[src/rtl/cache_mem_arbiter.sv]
// Round-robin arbiter sharing the physical-memory port between the I-cache and the D-cache.
// The winning request is latched on grant and held steady toward memory until pmem_resp.
module cache_mem_arbiter #(
  parameter int ADDR_W = 32,
  parameter int LINE_W = 256
) (
  input  logic              clk,
  input  logic              rst,
  input  logic              i_mem_read,
  input  logic [ADDR_W-1:0] i_mem_address,
  output logic [LINE_W-1:0] i_mem_rdata,
  output logic              i_mem_resp,
  input  logic              d_mem_read,
  input  logic              d_mem_write,
  input  logic [ADDR_W-1:0] d_mem_address,
  input  logic [LINE_W-1:0] d_mem_wdata,
  output logic [LINE_W-1:0] d_mem_rdata,
  output logic              d_mem_resp,
  output logic              pmem_read,
  output logic              pmem_write,
  output logic [ADDR_W-1:0] pmem_address,
  output logic [LINE_W-1:0] pmem_wdata,
  input  logic [LINE_W-1:0] pmem_rdata,
  input  logic              pmem_resp
);

  localparam logic [1:0] IDLE    = 2'd0;
  localparam logic [1:0] SERVE_I = 2'd1;
  localparam logic [1:0] SERVE_D = 2'd2;

  logic [1:0]        state_r;
  logic              last_grant_r;
  logic [ADDR_W-1:0] lat_addr_r;
  logic [LINE_W-1:0] lat_wdata_r;
  logic              lat_read_r;
  logic              lat_write_r;

  logic i_req_s;
  logic d_req_s;
  logic grant_i_s;
  logic grant_d_s;
  logic serving_s;

  // Request decode and round-robin grant: on a tie, the side that did not win last time wins
  always_comb begin
    i_req_s   = i_mem_read;
    d_req_s   = d_mem_read | d_mem_write;
    grant_i_s = i_req_s & (~d_req_s | last_grant_r);
    grant_d_s = d_req_s & (~i_req_s | ~last_grant_r);
  end

  // FSM and request latches
  always_ff @(posedge clk or negedge rst) begin
    if (!rst) begin
      state_r      <= IDLE;
      last_grant_r <= 1'b0;
      lat_addr_r   <= '0;
      lat_wdata_r  <= '0;
      lat_read_r   <= 1'b0;
      lat_write_r  <= 1'b0;
    end else begin
      case (state_r)
        IDLE: begin
          if (grant_i_s) begin
            state_r      <= SERVE_I;
            last_grant_r <= 1'b0;
            lat_addr_r   <= i_mem_address;
            lat_wdata_r  <= '0;
            lat_read_r   <= 1'b1;
            lat_write_r  <= 1'b0;
          end else if (grant_d_s) begin
            // A simultaneous read+write from the D-cache is resolved as a write-back
            state_r      <= SERVE_D;
            last_grant_r <= 1'b1;
            lat_addr_r   <= d_mem_address;
            lat_wdata_r  <= d_mem_wdata;
            lat_read_r   <= d_mem_read & ~d_mem_write;
            lat_write_r  <= d_mem_write;
          end else begin
            state_r <= IDLE;
          end
        end
        SERVE_I, SERVE_D: begin
          if (pmem_resp) begin
            state_r <= IDLE;
          end else begin
            state_r <= state_r;
          end
        end
        default: begin
          state_r <= IDLE;
        end
      endcase
    end
  end

  // Memory-side drive from the latches and response steering to the granted cache
  always_comb begin
    serving_s    = (state_r == SERVE_I) || (state_r == SERVE_D);
    pmem_read    = serving_s & lat_read_r;
    pmem_write   = serving_s & lat_write_r;
    pmem_address = lat_addr_r;
    pmem_wdata   = lat_wdata_r;
    if ((state_r == SERVE_I) && pmem_resp) begin
      i_mem_resp  = 1'b1;
      i_mem_rdata = pmem_rdata;
    end else begin
      i_mem_resp  = 1'b0;
      i_mem_rdata = '0;
    end
    if ((state_r == SERVE_D) && pmem_resp) begin
      d_mem_resp  = 1'b1;
      d_mem_rdata = pmem_rdata;
    end else begin
      d_mem_resp  = 1'b0;
      d_mem_rdata = '0;
    end
  end

endmodule

[config.mk]
export PLATFORM = sky130hd
export DESIGN_NAME = cache_mem_arbiter
export DESIGN_NICKNAME = d
export VERILOG_FILES = /design/src/rtl/cache_mem_arbiter.sv
export SDC_FILE = /design/constraint.sdc
export NUM_CORES = 1
export LEC_CHECK = 0
export CAP_MARGIN = 20
export CORE_AREA = 5 5 537 539
export CTS_BUF_LIST = sky130_fd_sc_hd__clkbuf_4
export DETAILED_ROUTE_END_ITERATION = 8
export DIE_AREA = 0 0 542 544
export PLACE_DENSITY_LB_ADDON = 0.2
export SLEW_MARGIN = 20
export SYNTH_ARGS = -nofsm -noshare
export SYNTH_HDL_FRONTEND = slang
export SYNTH_SLANG_ARGS = --single-unit
[constraint.sdc]
create_clock -name clk -period 2.61 [get_ports clk]
set_input_delay 0.3915 -clock clk [delete_from_list [all_inputs] [get_ports clk]]
set_output_delay 0.3915 -clock clk [all_outputs]
set_load 0.05 [all_outputs]
==> reports/summary.txt <==
Grt peak-use layer: met2
Area of the core: 283,500 µm²
Total Wirelength: 240,400 µm
Internal power: 21.44 mW
Critical Path AT: 2680 ps
Initial antenna violation count: 145
Met3 usage: 9.611%
Die Y: 544 µm
Layout cells sized above 1: 46.42%
Detail Placement HPWL: 201,300 µm
Sw Ratio: 52.96%
CTS root buffer: clkbuf_4
Drt initial violations: 915
Routed vias/inst: 2.939
WL per Instance: 34.27 µm
Fill cells: 31.49k
Psw: 24.13 mW
Type of element launching the critical path: flip-flop
Initial core utilization: 5.084%
Min cycle time layout: 3070 ps
Worst-Margin Slew: 732.1 ps
Crit share post-route: 117.6%
Post-synth top area cell: dfrtp_1
Reg area: 7332 µm²
Mean post-synth cell area: 10.82 µm²
Port Buffers: 1,385
Number of flops mapped to enable cells by yosys: 0
Leak Pwr: 18.91 nW
First-pass GRT wire length: 289,600 µm
Layout Nets: 3,711
Failing checks: negative setup slack
CTS tree: built
GRT met2 Usage: 27.19%
Comb pwr share: 72.9%
Pins Over Slew Limit: 0
Kind of critical path: reg2out
Syn Nets: 1,917
Ranking of synthesized cells by area: dfrtp_1, and3_1, a22o_1
Final setup viols: 539
Syn-to-layout area delta: 226.7%
Worst hold path endpoint: pmem_wdata[16]
Synthesis Warnings: 0
Die Span X: 542 µm
Hold crit path type: in2reg
I/O pins: 1,386
Seq/Total Area, Yosys: 50.88%
Power density cells: 967.8 nW/µm²
Maximum number of pins on one net before global-route repair: 79
Area of the multi-input gates: 8693 µm²
Skew final: 118.9 ps
Vias in the first global route: 22.25k
Commonest cells post-synth: and3_1, dfrtp_1, a22o_1, clkbuf_1
Depth of the worst hold-timing path: 2
R2r endpoint: pmem_address[16]
Met1 global-route usage: 14.88%
Post-synthesis async set-or-reset flop share: 100.0%
Synth cell types: 24
TritonCTS Buffers: 89
Seq pwr share: 17.0%
Worst reg2reg path startpoint: state_r[0]
# rows: 196
Ys flop type: dfrtp_1
Hold Crit Start: d_mem_wdata[16]
Overall Global Routing Usage: 15.51%
Drt first pass iters: 5
Mapped Area: 14,410 µm²
Core Util, Final: 16.61%
Hold Fails Final Rpt: 0
DRC: 0
Post-Syn Instances: 1,332
GRT overflow: 0
Worst skew pair latency: 1020 ps
# clock sinks: 293
Worst Slack Setup Final: -459.5 ps
Clock power frac: 10.1%
RSZ-0062 raised after global routing: yes
Register-to-Register Path Depth: 10
Max Fanout on Critical Path: 6
Peak VDD IR: 423.0 µV
CP endpoint kind: primary output
R2r setup slk: -60 ps
Die Area: 294,800 µm²
Clock Path Buffers: 3
Top-count cell post-synth: and3_1
Max-cap violation count: 0
Clk slew on worst S/H paths: 80 ps
Yosys top cell area share: 50.88%
DRT antenna net count: 0
Outcome: complete, but fails checks
FMAX: 325.8 MHz
Worst slew margin: 51.38%
Synthesis-stage register bit count: 293
Hold slack final: 171.8 ps
H-tree depth: 3
WP data required: 2220 ps
Vias post-DR: 20.62k
GPL Wtd Cong: 0.9549
==> worst max-delay path by stage <==
stage	startpoint	endpoint	slack (ps)	cells past startpoint
after global placement	d_mem_write	pmem_wdata[23]	130	6
after CTS	state_r[0]	d_mem_rdata[18]	-680	8
after detailed placement	d_mem_write	pmem_wdata[90]	150	6
after global routing	state_r[0]	d_mem_rdata[156]	-680	8
final	state_r[1]	d_mem_rdata[229]	-460	8
after floorplan	state_r[0]	d_mem_rdata[100]	610	5
==> final cells by class <==
cell class                 count  area share (%)
antenna                       70          0.3720
clock buffer                 116           1.849
clock inverter                33          0.3906
inverter                       4         0.03189
multi-input combinational    855           18.46
sequential                   293           15.57
tap                         3762           9.997
timing repair buffer        1883           53.33
==> flip-flops by register name (all words and copies together) (netlist names) <==
name	cells
lat_write_r	1
last_grant_r	1
lat_read_r	1
pmem_wdata	256
pmem_address	32
state_r	2
==> repair_timing <==
action	CTS	global route
hold buffers	295	1
gates cloned	49	11
setup buffers	56	22
gates resized for setup	807	132
endpoints found under the hold margin	553	1
pin swaps	11	7
setup endpoints to repair	707	519
==> power by group through the flow <==
stage | logic, mW | registers [mW] | clock network [mW]
CTS | 33.5 | 7.80 | 4.95
global placement | 28.7 | 7.92 | 0
finish | 33.2 | 7.75 | 4.59
global route | 34.9 | 7.96 | 5.12
detailed placement | 28.7 | 7.88 | 0
floorplan | 8.04 | 13.7 | 0
==> per-layer routing <==
metal	vias up	part of all wire (%)	wire, µm
li1	8828	-	-
met1	10214	33	79440
met2	1227	49	117700
met3	314	14	32950
met4	38	4.2	10040
met5	-	0.10	250
==> cell usage in the layout (no fill, tap or decap), types with 19 or more instances in the layout <==
cell,count
nor2b_1,32
clkdlybuf4s15_2,19
dlygate4sd2_1,167
buf_12,582
a22o_1,256
dlygate4sd3_1,294
buf_4,153
clkinv_1,21
clkdlybuf4s50_1,579
a221o_1,32
dfrtp_1,293
diode_2,70
buf_16,42
and3_4,498
clkbuf_4,116
==> worst max-delay path, cell delays in order (launching register included) <==
cell       delay (ps)
dfrtp_1           410
buf_6             130
ha_4              170
buf_12            140
clkbuf_16         170
buf_12            130
buf_16            140
and3_4            190
buf_12            150
==> logic make-up after synthesis <==
group	synth area share, %
fa+ha+maj	0.2605
flops	50.88
mux	0.07813
compound gates	18.22
buf+inv	6.555
simple gates	24.01
==> per-stage QoR <==
stage	std cells	power (mW)	TNS, ps	cell area (µm²)	setup slack (ps)
CTS	6938	46.25	-302540	46380	-680.9
global placement	6392	36.60	0	38110	128.8
detailed placement	6392	36.59	0	38110	151.0
floorplan	1332	21.71	0	14410	611.4
global route	7000	47.95	-295030	47050	-677.8
finish	7016	45.57	-181240	47090	-459.5
Note: power is estimated with default switching activity, not from simulation.
